## config.mk

```make
export PLATFORM = sky130hd
export DESIGN_NAME = fifo_stream_out
export DESIGN_NICKNAME = d
export VERILOG_FILES = /design/src/rtl/fifo_stream_pkg.sv /design/src/rtl/fifo_stream_skid.sv /design/src/rtl/fifo_stream_out.sv
export SDC_FILE = /design/constraint.sdc
export NUM_CORES = 1
export LEC_CHECK = 0
export ABC_AREA = 1
export CAP_MARGIN = 0
export CORE_MARGIN = 4
export CORE_UTILIZATION = 47
export CTS_BUF_LIST = sky130_fd_sc_hd__clkbuf_8
export CTS_CLUSTER_SIZE = 25
export DETAILED_ROUTE_END_ITERATION = 10
export PLACE_DENSITY = 0.82
export SYNTH_ARGS = -nofsm -noshare
export SYNTH_HDL_FRONTEND = slang
export SYNTH_HIERARCHICAL = 1
export SYNTH_SLANG_ARGS = --single-unit
export TNS_END_PERCENT = 20
```

## constraint.sdc

```tcl
create_clock -name clk -period 1.8 [get_ports clk]
set_input_delay 0.18 -clock clk [delete_from_list [all_inputs] [get_ports clk]]
set_output_delay 0.18 -clock clk [all_outputs]
set_load 0.01 [all_outputs]
```

## src/rtl/fifo_stream_pkg.sv

```systemverilog
// Shared constants and types for the FIFO-to-stream read adapter (fifo_stream_out).
// The optional word counter is enabled with the FIFO_STREAM_CNT_EN macro.
package fifo_stream_pkg;

    localparam int RD_LAT_COMB   = 0;
    localparam int RD_LAT_REG    = 1;
    localparam int CNT_W_DEFAULT = 16;

    typedef logic [1:0] occ_t;

endpackage

```

## src/rtl/fifo_stream_skid.sv

```systemverilog
// Two-entry in-order buffer between the FIFO read port and the stream output.
// Head is always the oldest word; a simultaneous push and pop keeps occupancy unchanged.
module fifo_stream_skid
    import fifo_stream_pkg::*;
#(
    parameter int W = 8
) (
    input  logic         clk,
    input  logic         reset,
    input  logic         push,
    input  logic         pop,
    input  logic         flush,
    input  logic [W-1:0] din,
    output occ_t         occ,
    output logic [W-1:0] dout
);

    logic [W-1:0] head_q, head_d;
    logic [W-1:0] tail_q, tail_d;
    occ_t         occ_q, occ_d;

    always_comb begin
        head_d = head_q;
        tail_d = tail_q;
        occ_d  = occ_q;
        if (flush) begin
            occ_d = '0;
        end else begin
            case ({push, pop})
                2'b10: begin
                    if (occ_q == 2'd0) begin
                        head_d = din;
                    end else begin
                        tail_d = din;
                    end
                    occ_d = occ_q + 2'd1;
                end
                2'b01: begin
                    head_d = tail_q;
                    occ_d  = occ_q - 2'd1;
                end
                2'b11: begin
                    // With a single word buffered the new word replaces the departing head.
                    if (occ_q == 2'd1) begin
                        head_d = din;
                    end else begin
                        head_d = tail_q;
                        tail_d = din;
                    end
                end
                default: ;
            endcase
        end
    end

    always_ff @(posedge clk) begin
        if (reset) begin
            head_q <= '0;
            tail_q <= '0;
            occ_q  <= '0;
        end else begin
            head_q <= head_d;
            tail_q <= tail_d;
            occ_q  <= occ_d;
        end
    end

    assign occ  = occ_q;
    assign dout = head_q;

endmodule

```

## src/rtl/fifo_stream_out.sv

```systemverilog
// Pops a sync FIFO without underflow and presents the words as a valid/ready stream.
// Define FIFO_STREAM_CNT_EN to enable the accepted-word counter on word_cnt.
module fifo_stream_out
    import fifo_stream_pkg::*;
#(
    parameter int W      = 8,
    parameter int RD_LAT = RD_LAT_COMB,
    parameter int CNT_W  = CNT_W_DEFAULT
) (
    input  logic             clk,
    input  logic             reset,
    input  logic             fifo_empty,
    input  logic [W-1:0]     fifo_rd_data,
    output logic             fifo_rd_en,
    input  logic             flush,
    output logic             out_valid,
    output logic [W-1:0]     out_data,
    input  logic             out_ready,
    output logic [CNT_W-1:0] word_cnt
);

    occ_t       occ;
    logic       out_take;
    logic       inflight;
    logic       push;
    logic [2:0] credit_used;

    assign out_valid = (occ != 2'd0);
    assign out_take  = out_valid & out_ready;

    // Words already buffered or in flight consume credit; a word leaving this cycle frees one.
    assign credit_used = {1'b0, occ} + {2'b00, inflight} - {2'b00, out_take};
    assign fifo_rd_en  = !reset && !flush && !fifo_empty && (credit_used < 3'd2);

    generate
        if (RD_LAT == RD_LAT_REG) begin : g_rd_reg
            logic inflight_q, inflight_d;

            always_comb begin
                inflight_d = fifo_rd_en;
            end

            always_ff @(posedge clk) begin
                if (reset) begin
                    inflight_q <= 1'b0;
                end else begin
                    inflight_q <= inflight_d;
                end
            end

            // A word arriving during flush was popped before the flush and is discarded.
            assign inflight = inflight_q;
            assign push     = inflight_q & !flush;
        end else begin : g_rd_comb
            assign inflight = 1'b0;
            assign push     = fifo_rd_en;
        end
    endgenerate

    fifo_stream_skid #(
        .W(W)
    ) u_skid (
        .clk   (clk),
        .reset (reset),
        .push  (push),
        .pop   (out_take),
        .flush (flush),
        .din   (fifo_rd_data),
        .occ   (occ),
        .dout  (out_data)
    );

`ifdef FIFO_STREAM_CNT_EN
    logic [CNT_W-1:0] word_cnt_q, word_cnt_d;

    always_comb begin
        word_cnt_d = word_cnt_q;
        if (out_take) begin
            word_cnt_d = word_cnt_q + CNT_W'(1);
        end
    end

    always_ff @(posedge clk) begin
        if (reset) begin
            word_cnt_q <= '0;
        end else begin
            word_cnt_q <= word_cnt_d;
        end
    end

    assign word_cnt = word_cnt_q;
`else
    assign word_cnt = '0;
`endif

    a_no_underflow: assert property (@(posedge clk) !(fifo_rd_en && fifo_empty))
        else $error("fifo_stream_out: fifo_rd_en asserted while fifo_empty");
    a_no_overflow: assert property (@(posedge clk) occ <= 2'd2)
        else $error("fifo_stream_out: buffer occupancy above 2");
    a_legal_rd_lat: assert property (@(posedge clk) (RD_LAT == RD_LAT_COMB) || (RD_LAT == RD_LAT_REG))
        else $error("fifo_stream_out: RD_LAT must be 0 or 1");

endmodule
```

==> results.py <==
metrics = {
    "placed_design": {
        "port_buffers": 22,
        "dp_cells": 224,
        "place.gp.congestion": 0.889,
        "placed_cell_area_um2": 1410,
        "dpl.hpwl_um": 1940,
    },
    "power": {
        "leakage_nw": 0.681,
        "finalPower_w": 0.000881,
        "p_clk_frac": 0.310,
        "switchingPower_w": 0.000232,
        "internal-power_w": 0.000650,
        "seq_power_share": 0.477,
        "power_frac_comb": 0.214,
        "p_sw_frac": 0.263,
        "vdd_ir_drop_max_uv": 322,
        "p_per_area_nw_per_um2": 595,
    },
    "final_layout": {
        "fin_nets": 220,
        "finish.utilization": 0.644,
        "diodes": 0,
        "n_fill_cell": 199,
        "drive_above_1_share": 0.111,
        "multi_input_area_um2": 637,
        "seq_area_um2": 362,
        "fin_cells": 227,
        "syn2layout_area_growth_pct": 25.1,
        "stdcell_area_um2": 1480,
    },
    "global_route": {
        "antenna_found_initial": 0,
        "grt_overflow": 0,
        "grt_pass1_vias": 994,
        "gr-usage-all-layers": 0.160,
        "grt_pass1_wl_um": 4240,
        "grt_start_max_net_pins": 17,
    },
    "setup_path": {
        "cp-start-kind": "input port",
        "rrSetupSlack_ns": 0.07,
        "crit_fanout": 4,
        "critical-path-top-cell-by-count": "clkdlybuf4s50_1",
        "r2r-end": "u_skid/tail_q[6]",
        "end_kind": "primary output",
        "rr_worst_depth": 11,
        "reg2reg_from": "u_skid/occ[0]",
        "worstPathRequired_ns": 1.62,
        "slowest_delay_ns": 0.52,
        "worstSetupPathType": "in -> out",
        "slowest_stage": "clkdlybuf4s50_1",
        "cp_cell_sequence": "clkdlybuf4s50_1 > a21oi_2 > nor2_4 > buf_4 > clkdlybuf4s50_1",
        "crit_arrival_ns": 1.57,
    },
    "logic_synthesis": {
        "yosys_warnings": 6,
        "synth.distinct_cells": 19,
        "synth_area_per_cell_um2": 6.92,
        "synth.yosys.seq_area_share": 0.304,
        "ys_ff_latch": 18,
        "synthesis.area_um2": 1180,
        "syn_inst": 171,
    },
    "detailed_routing": {
        "wirelength_um": 2760,
        "dr.pass1.iters": 4,
        "num_vias": 1108,
        "antenna_left": 0,
        "routedWlPerCell_um": 12.2,
        "viasPerCell": 4.88,
        "initialDrtViolationCount": 49,
        "drc": 0,
    },
    "timing": {
        "finalCritPeriodShare": 0.974,
        "timing.fmax_mhz": 571,
        "slew_violations": 0,
        "finalSetupViolations": 0,
        "hold_viol": 0,
        "finalClockSkew_ns": 0.00214,
        "fin_crit_ns": 1.75,
        "rsz0062_at_grt": "yes",
    },
    "cts": {
        "cts_sinks": 18,
        "clkLatencyLatePin_ns": 0.25,
        "hold_buffers": 0,
        "path_clk_slew_ns": 0.06,
        "cts_tree": "built",
        "cts_max_path_buffers": 2,
        "cts_root_buffer": "clkbuf_8",
        "cts_buffers": 3,
        "h-tree-depth": 1,
    },
    "worst_hold_path": {
        "worstHoldPathType": "reg -> reg",
        "hp-start": "u_skid/occ[0]",
        "min_delay_path_depth": 2,
        "hold_end": "u_skid/occ[0]",
    },
    "run": {
        "maxCapViolCount": 0,
    },
    "die": {
        "start_util": 0.515,
        "die_h_um": 58.2,
        "die_area_um2": 3390,
        "std_cell_rows": 17,
        "io_pins": 39,
        "fp.coreArea_um2": 2300,
        "die_x_um": 58.2,
    },
    "status": {
        "status": "complete, no violations",
    },
}
## state kept, by name, summed over array words and instances (netlist names)
register and cells:
u_skid/dout 8, u_skid/tail_q 8, u_skid/occ 2
## per-stage QoR
step,hold WS (ns),worst slack (ns),TNS (ns)
finish,0.501,0.0472,0
global route,0.528,-0.0471,-0.138
CTS,0.496,-0.00120,-0.00120
detailed placement,0.470,-0.215,-3.21
global placement,0.471,-0.103,-1.49
floorplan,0.359,0.108,0
## placed cells by master (no fill, tap or decap), drive strengths merged
cell type and instances:
inv 32, nand2 28, nand3 24, clkdlybuf4s50 22, a21oi 20, dfxtp 18
conb 16, nor2 11, nand3b 8, buf 7, ha 6, clkbuf 3
o21a 1, or2 1, xor2 1, o21ai 1
## how the worst max path moves through the flow
stage | from | endpoint | slack [ns]
after floorplan | u_skid/occ[0] | u_skid/dout[0] | 0.11
after global placement | flush | u_skid/tail_q[1] | -0.10
after detailed placement | flush | u_skid/dout[0] | -0.22
after CTS | u_skid/occ[0] | u_skid/dout[0] | -0.001
after global routing | u_skid/occ[0] | u_skid/dout[0] | -0.05
final | out_ready | fifo_rd_en | 0.05
## final cells by class
type / count / share of cell area
multi-input cells: 117 / 0.430
flip-flops and latches: 18 / 0.244
repair buffers: 29 / 0.193
inverters: 32 / 0.0811
clock buffers: 3 / 0.0279
well taps: 28 / 0.0237
## logic make-up after synthesis
logic type,Yosys count,share of synthesized area
AND/OR/NAND/NOR,72,0.285
buffers and inverters,51,0.231
AO/OA/AOI/OAI,22,0.105
flip-flops,18,0.304
adder cells (fa/ha/maj),6,0.0634
XOR/XNOR,1,0.00740
other,1,0.00317
## timing repair
action                                  in CTS  in global routing
gates resized for setup                      2                  9
setup buffers                                0                  0
pin swaps                                    0                  2
endpoints found under the setup margin       2                 15
cloned                                       0                  0
## power by group through the flow
stage / Combinational, W / Clock [W] / Sequential, W
2_1_floorplan: 0.000121 / 0 / 0.000433
3_3_place_gp: 0.000175 / 0 / 0.000428
3_5_place_dp: 0.000179 / 0 / 0.000429
4_1_cts: 0.000182 / 0.000282 / 0.000420
5_1_grt: 0.000206 / 0.000302 / 0.000421
6_report: 0.000188 / 0.000273 / 0.000420
## critical path: cells and delay by family
kind / cells / cell delay (ns)
AND/OR/NAND/NOR: 1 / 0.14
buffers and inverters: 3 / 1.16
AO/OA/AOI/OAI: 1 / 0.09
## cells in the mapped netlist
cell type | instances | area share
a21oi_4 | 1 | 0.014
o21a_1 | 1 | 0.0063
nor2_1 | 11 | 0.035
conb_1 | 1 | 0.0032
nand2_1 | 26 | 0.082
buf_8 | 1 | 0.013
clkbuf_8 | 1 | 0.012
buf_2 | 1 | 0.0042
o21ai_0 | 1 | 0.0042
nand3b_1 | 8 | 0.051
a21oi_1 | 19 | 0.080
ha_1 | 6 | 0.063
or2_1 | 1 | 0.0053
inv_1 | 32 | 0.10
buf_4 | 16 | 0.10
nand2_2 | 2 | 0.011
dfxtp_1 | 18 | 0.30
nand3_1 | 24 | 0.10
xor2_1 | 1 | 0.0074
## layer usage
metal	share of wire	GRT usage	wire [um]	up-vias
li1	-	-	-	562
met1	0.40	0.191	1090	488
met2	0.50	0.261	1390	52
met3	0.081	0.0356	223	6
met4	0.020	0.0960	55	0
met5	0	0	0	-
(Power assumes the default switching activity.)
